<file path="src/rtl/reward_gen_pkg.sv">
// Shared definitions for the reward generator: reward codes, the jump
// lifecycle state enum, the "no cactus" distance value and a saturating
// increment used by the optional statistics counters (REWARD_STATS_EN).
package reward_gen_pkg;

  // Reward codes presented on the one-cycle 'state' output.
  localparam logic [1:0] REW_NONE    = 2'b00;
  localparam logic [1:0] REW_GOOD    = 2'b01;
  localparam logic [1:0] REW_NOJUMP  = 2'b10;
  localparam logic [1:0] REW_BADJUMP = 2'b11;

  // Distance reported when no cactus is on screen.
  localparam logic [9:0] DIST_FAR = 10'd1023;

  // Jump lifecycle.
  //   IDLE   : menu / restart, nothing is reported
  //   GROUND : dino on the ground, watching for takeoff or a hit
  //   AIR    : jump in flight, outcome not yet known
  //   LAND   : landed, outcome still open for a bounded settle window
  //   DONE   : outcome already reported, waiting for the dino to land
  //   DEAD   : collision seen, frozen until the game restarts
  typedef enum logic [2:0] {
    ST_IDLE   = 3'd0,
    ST_GROUND = 3'd1,
    ST_AIR    = 3'd2,
    ST_LAND   = 3'd3,
    ST_DONE   = 3'd4,
    ST_DEAD   = 3'd5
  } fsm_state_t;

  // Increment that sticks at all-ones instead of wrapping.
  function automatic logic [15:0] sat_inc16(input logic [15:0] value);
    if (value == 16'hFFFF) begin
      return value;
    end
    return value + 16'd1;
  endfunction

endpackage

</file>
<file path="src/rtl/reward_gen_dist.sv">
// dist_calc: registered distance from the dino to the nearest cactus.
// Far value when no cactus is present, zero once the cactus has reached or
// passed the dino, otherwise the plain pixel difference (cannot wrap because
// the subtraction only happens when cactus_x > DINO_X).
module dist_calc
  import reward_gen_pkg::*;
#(
  parameter logic [9:0] DINO_X = 10'd80
) (
  input  logic       clk,
  input  logic       reset,
  input  logic       cactus_valid,
  input  logic [9:0] cactus_x,
  output logic [9:0] distance
);

  logic [9:0] distance_d;

  // Clamp/subtract on the raw engine coordinates.
  always_comb begin
    distance_d = DIST_FAR;
    if (!cactus_valid) begin
      distance_d = DIST_FAR;
    end else if (cactus_x <= DINO_X) begin
      distance_d = 10'd0;
    end else begin
      distance_d = cactus_x - DINO_X;
    end
  end

  // One-cycle registered output, aligned with the other reward_gen outputs.
  always_ff @(posedge clk) begin
    if (reset) begin
      distance <= DIST_FAR;
    end else begin
      distance <= distance_d;
    end
  end

endmodule

</file>
<file path="src/rtl/reward_gen.sv">
// reward_gen: converts raw game-engine signals into the Q-learning bot's
// inputs (distance, cactus type, takeoff strobe, reward code) and tracks each
// jump through a lifecycle FSM so exactly one outcome is reported per jump or
// per collision.
//
// Optional feature: define REWARD_STATS_EN to add saturating good_cnt and
// bad_cnt outputs. Without it those ports and their logic do not exist and
// the FSM behaves identically.
//
// Output contract: every output is registered from the inputs sampled at the
// same clock edge, so success_jump is high in exactly the cycle in which
// distance/cactus show the takeoff-cycle values; the bot may latch all three
// together on success_jump without any extra alignment. success_jump and
// state are single-cycle strobes with no back-pressure.
module reward_gen
  import reward_gen_pkg::*;
#(
  parameter logic [9:0]  DINO_X        = 10'd80,
  parameter logic [15:0] SETTLE_CYCLES = 16'd50000
) (
  input  logic       clk,
  input  logic       reset,
  input  logic       game_active,
  input  logic       dino_airborne,
  input  logic       collision,
  input  logic       cactus_valid,
  input  logic [9:0] cactus_x,
  input  logic [2:0] cactus_type,
  input  logic       cactus_passed,
  output logic [9:0] distance,
  output logic [2:0] cactus,
  output logic       success_jump,
  output logic [1:0] state,
`ifdef REWARD_STATS_EN
  output logic [15:0] good_cnt,
  output logic [15:0] bad_cnt,
`endif
  output fsm_state_t fsm_state
);

  // Last settle count before giving up on a landed jump.
  localparam logic [15:0] SETTLE_LAST = SETTLE_CYCLES - 16'd1;

  fsm_state_t  fsm_q, fsm_d;
  logic [15:0] settle_q, settle_d;
  logic        airborne_q;
  logic        rise, fall;
  logic        success_jump_d;
  logic [1:0]  reward_d;

  assign fsm_state = fsm_q;

  assign rise = dino_airborne & ~airborne_q;
  assign fall = ~dino_airborne & airborne_q;

  dist_calc #(
    .DINO_X(DINO_X)
  ) u_dist_calc (
    .clk         (clk),
    .reset       (reset),
    .cactus_valid(cactus_valid),
    .cactus_x    (cactus_x),
    .distance    (distance)
  );

  // Lifecycle next state and the strobes it produces. Collision has the
  // highest priority, then cactus_passed, then takeoff/landing edges, then
  // the settle timeout; this keeps at most one code per cycle.
  always_comb begin
    fsm_d          = fsm_q;
    settle_d       = settle_q;
    success_jump_d = 1'b0;
    reward_d       = REW_NONE;

    if (!game_active) begin
      fsm_d    = ST_IDLE;
      settle_d = 16'd0;
    end else begin
      unique case (fsm_q)
        ST_IDLE: begin
          fsm_d = ST_GROUND;
        end

        ST_GROUND: begin
          if (collision) begin
            reward_d = REW_NOJUMP;
            fsm_d    = ST_DEAD;
          end else if (rise) begin
            success_jump_d = 1'b1;
            fsm_d          = ST_AIR;
          end
        end

        ST_AIR: begin
          if (collision) begin
            reward_d = REW_BADJUMP;
            fsm_d    = ST_DEAD;
          end else if (cactus_passed) begin
            reward_d = REW_GOOD;
            fsm_d    = ST_DONE;
          end else if (fall) begin
            settle_d = 16'd0;
            fsm_d    = ST_LAND;
          end
        end

        ST_LAND: begin
          if (collision) begin
            reward_d = REW_BADJUMP;
            fsm_d    = ST_DEAD;
          end else if (cactus_passed) begin
            reward_d = REW_GOOD;
            fsm_d    = ST_GROUND;
          end else if (rise) begin
            // New takeoff abandons the open jump without reporting it.
            success_jump_d = 1'b1;
            fsm_d          = ST_AIR;
          end else if (settle_q == SETTLE_LAST) begin
            fsm_d = ST_GROUND;
          end else begin
            settle_d = settle_q + 16'd1;
          end
        end

        ST_DONE: begin
          if (collision) begin
            fsm_d = ST_DEAD;
          end else if (fall) begin
            fsm_d = ST_GROUND;
          end
        end

        ST_DEAD: begin
          fsm_d = ST_DEAD;
        end

        default: begin
          fsm_d = ST_IDLE;
        end
      endcase
    end
  end

  // FSM, edge detector and settle counter registers.
  always_ff @(posedge clk) begin
    if (reset) begin
      fsm_q      <= ST_IDLE;
      settle_q   <= 16'd0;
      airborne_q <= 1'b0;
    end else begin
      fsm_q      <= fsm_d;
      settle_q   <= settle_d;
      airborne_q <= dino_airborne;
    end
  end

  // Registered bot-facing outputs, all from the same sampled inputs.
  always_ff @(posedge clk) begin
    if (reset) begin
      cactus       <= 3'd0;
      success_jump <= 1'b0;
      state        <= REW_NONE;
    end else begin
      cactus       <= cactus_type;
      success_jump <= success_jump_d;
      state        <= reward_d;
    end
  end

`ifdef REWARD_STATS_EN
  // Outcome statistics; they move in the same cycle the code appears.
  always_ff @(posedge clk) begin
    if (reset) begin
      good_cnt <= 16'd0;
      bad_cnt  <= 16'd0;
    end else begin
      if (reward_d == REW_GOOD) begin
        good_cnt <= sat_inc16(good_cnt);
      end
      if ((reward_d == REW_NOJUMP) || (reward_d == REW_BADJUMP)) begin
        bad_cnt <= sat_inc16(bad_cnt);
      end
    end
  end
`endif

endmodule

</file>
<file path="config.mk">
export PLATFORM = sky130hd
export DESIGN_NAME = reward_gen
export DESIGN_NICKNAME = d
export VERILOG_FILES = /design/src/rtl/reward_gen_pkg.sv /design/src/rtl/reward_gen_dist.sv /design/src/rtl/reward_gen.sv
export SDC_FILE = /design/constraint.sdc
export NUM_CORES = 1
export LEC_CHECK = 0
export CAP_MARGIN = 20
export CORE_MARGIN = 3
export CORE_UTILIZATION = 50
export CTS_CLUSTER_DIAMETER = 200
export DETAILED_ROUTE_END_ITERATION = 10
export GPL_TIMING_DRIVEN = 1
export PLACE_DENSITY = 0.86
export SYNTH_ARGS = -nofsm -noshare
export SYNTH_HDL_FRONTEND = slang
export SYNTH_SLANG_ARGS = --single-unit
export TNS_END_PERCENT = 10
</file>
<file path="constraint.sdc">
create_clock -name clk -period 2.28 [get_ports clk]
set_input_delay 0.684 -clock clk [delete_from_list [all_inputs] [get_ports clk]]
set_output_delay 0.684 -clock clk [all_outputs]
set_load 0.005 [all_outputs]
</file>
==> metrics <==
status finished clean; main combinational cell family by area after synthesis simple AND/OR/NAND/NOR gates; cts hold-fix bufs 0; Tot Pwr 1.41 mW; yosys warns 0; Arr. time, crit path 2.44 ns; vias in the first global route 1,756; Num CTS Buffers 5; CTS root buf clkbuf_8; final-layout fill cell count 266; GRT Resource Usage Total around a quarter; cells after synthesis between 200 and 250; post-route cell area between 0.002 and 0.0025 sq mm; ANT nets after route 0; CP endpoint kind flip-flop; Post-Syn Area about 0.0018 sq mm; Longest Clk Path Bufs 2; final WL 5100 um; register area share after synthesis 39.0%; synthesis-stage register bit count 36; Vias 1,887; Worst-Skew Late Latency just under 0.3 ns; Tmin final 2.26 ns; most frequent cells in the layout clkdlybuf4s50_1 (38), dfxtp_1 (36), buf_4 (21); Area contributors post-synth dfxtp_1 (39%), o31ai_1 (3.2%), nor2b_1 (3.0%); leak pwr a little over 0.9 nW; initial drt markers 207; Setup crit start kind input pin; hpwl dp between 3000 and 4000 um; commonest non-fill, non-tap cell in the layout clkdlybuf4s50_1; Final nets 279; Cell variety after synth 50; CTS tree built; pin count of the biggest net entering global routing 16; Final period util 99.1%; die width 66.8 um; Core ar. 0.00344 sq mm; FFs w/ async S/R, synth 0%; VDD IR max 0.000451 V; FP Rows 21; initial antenna violation count 0; Worst-Margin Slew 0.490 ns; CTS clk-pin slew, worst paths approximately 0.080 ns; Hold Vio Cnt, Final 0; highest net fanout along the worst path 4; gr ovfl total 0; Antenna diodes 0; xor and xnor area share after synthesis 1.42%; power density over the cells 566 mW/mm^2; Synth Area in Simple Gates 28.0%; Area growth syn-to-layout 34.9%; post-synthesis mux area share 0%; setup violators final 0; Sink Count 36; die area 0.00446 sq mm; Adder-Cell Fraction of Synth Area under 10%; global-route wire length before repair between 8000 and 9000 um; starting density of the core 53.7%; area fraction of the dominant cell type after synthesis 39.0%; Post-Layout Cell Count 303; Post-Place Cells 295; syn nets 229; PortBufs 38; CTS HTree Levels 2; FF/Latch Area 721 sq um; Pre-Repair DR Iteration Count 5; Die Y 66.8 um; area occupied by multi-input gates 0.00104 sq mm; fmax 0.443 GHz; Hold Slack 0.495 ns; routed len/inst roughly 17 um; Setup CP Type input pin to flip-flop; Worst Skew 0.0104 ns; GP Congestion between 0.8 and 0.9; mean area per synthesized cell 8.98 sq um; IO Count 39; DR vias/cell 6.23; Core Util, Final about 72%; setup bufs post-CTS 0; worst min path class flip-flop to flip-flop; Placed Area 0.00236 sq mm; share of cells above drive strength 1 15.2%; Slew Limit Headroom around 67%; ys flop type dfxtp_1; Req. time, crit path 2.46 ns; area leader, netlist dfxtp_1; Max-Cap Viols 0; post-synthesis compound-gate area fraction 24.2%; drt drc 0; Pins Over Slew Limit 0; EDFF count, synth 0
[kinds of logic after synthesis]
| family | after synthesis |
|---|---|
| DFF | 36 |
| AOI/OAI and AO/OA | 65 |
| and+or+nand+nor | 79 |
| adders and majority gates | 3 |
| buffers and inverters | 20 |
| xor gates and xnor gates | 3 |
[final timing paths]
kind / startpoint / end / slack [ns] / cells after the start
setup / recovery: cactus_x[5] / u_dist_calc.distance[3] / 0.02 / 7
hold / removal: settle_q[11] / settle_q[11] / 0.50 / 2
setup reg to reg: settle_q[4] / settle_q[12] / 0.37 / 4
hold reg to reg: settle_q[11] / settle_q[11] / 0.50 / 2
[Yosys cell counts (2+ instances only)]
| cell | instances |
|---|---|
| and4_1 | 3 |
| nand2_1 | 9 |
| o311ai_1 | 4 |
| o21ai_0 | 11 |
| clkbuf_1 | 8 |
| and2_1 | 3 |
| or4b_2 | 3 |
| o21ai_1 | 4 |
| nand4_1 | 4 |
| nand3b_1 | 2 |
| a32o_1 | 2 |
| nor4_1 | 2 |
| nor2b_1 | 9 |
| o31ai_1 | 8 |
| a21oi_1 | 10 |
| nand4b_1 | 4 |
| nand3_1 | 8 |
| a41oi_1 | 4 |
| xor2_1 | 2 |
| nor2_1 | 5 |
| o311ai_0 | 4 |
| a211o_1 | 3 |
| a31oi_1 | 4 |
| buf_2 | 5 |
| nor3_1 | 4 |
| a21o_1 | 5 |
| or3_1 | 4 |
| ha_1 | 3 |
| and3_1 | 4 |
| dfxtp_1 | 36 |
| nand2b_1 | 7 |
| inv_1 | 4 |
[final cells by class]
class                           instances  area share [%]
Sequential cell                        36            28.9
Tap cell                               46            2.31
Timing Repair Buffer                   59            21.6
Clock inverter                          1            1.20
Inverter                                4           0.602
Clock buffer                            7            3.86
Multi-Input combinational cell        150            41.6
[report_power, final]
part | leakage (nW) | switching (mW) | total, mW | internal [mW]
sequential | 0.293 | 0.0102 | 0.654 | 0.644
clock | 0.0645 | 0.227 | 0.613 | 0.386
combinational | 0.559 | 0.0598 | 0.146 | 0.0858
[layer usage]
| layer | up-vias | GRT usage (%) | routed length (um) |
|---|---|---|---|
| li1 | 889 | - | - |
| met1 | 890 | 31.5 | 2110 |
| met2 | 96 | 39.0 | 2480 |
| met3 | 12 | 8.43 | 412 |
| met4 | 0 | 6.60 | 95 |
| met5 | - | 0 | 0 |
[through the flow]
| step | setup TNS (ns) | worst slack, ns |
|---|---|---|
| 4_1_cts | 0 | 0.0351 |
| 5_1_grt | -0.0961 | -0.0184 |
| 3_3_place_gp | -3.02 | -0.219 |
| 6_report | 0 | 0.0213 |
| 2_1_floorplan | 0 | 0.279 |
| 3_5_place_dp | -4.03 | -0.313 |
[critical path, stage by stage]
cell and delay, ns:
clkdlybuf4s50_1 0.42, inv_1 0.08, ha_1 0.13, or4b_2 0.62, o21ai_2 0.19, nand2_2 0.11, a21o_1 0.21
[timing repair]
action                                  4_1_cts  5_1_grt
gates resized for setup                       1        3
endpoints found under the setup margin        4        8
cloned                                        0        0
pin swaps                                     0        0
[registers in the layout, summed over array words and instances, names as in the netlist]
signal                count
state                     2
fsm_state                 3
cactus                    3
u_dist_calc.distance     10
success_jump              1
settle_q                 16
airborne_q                1
No activity file was read; power rests on OpenSTA's default activity.
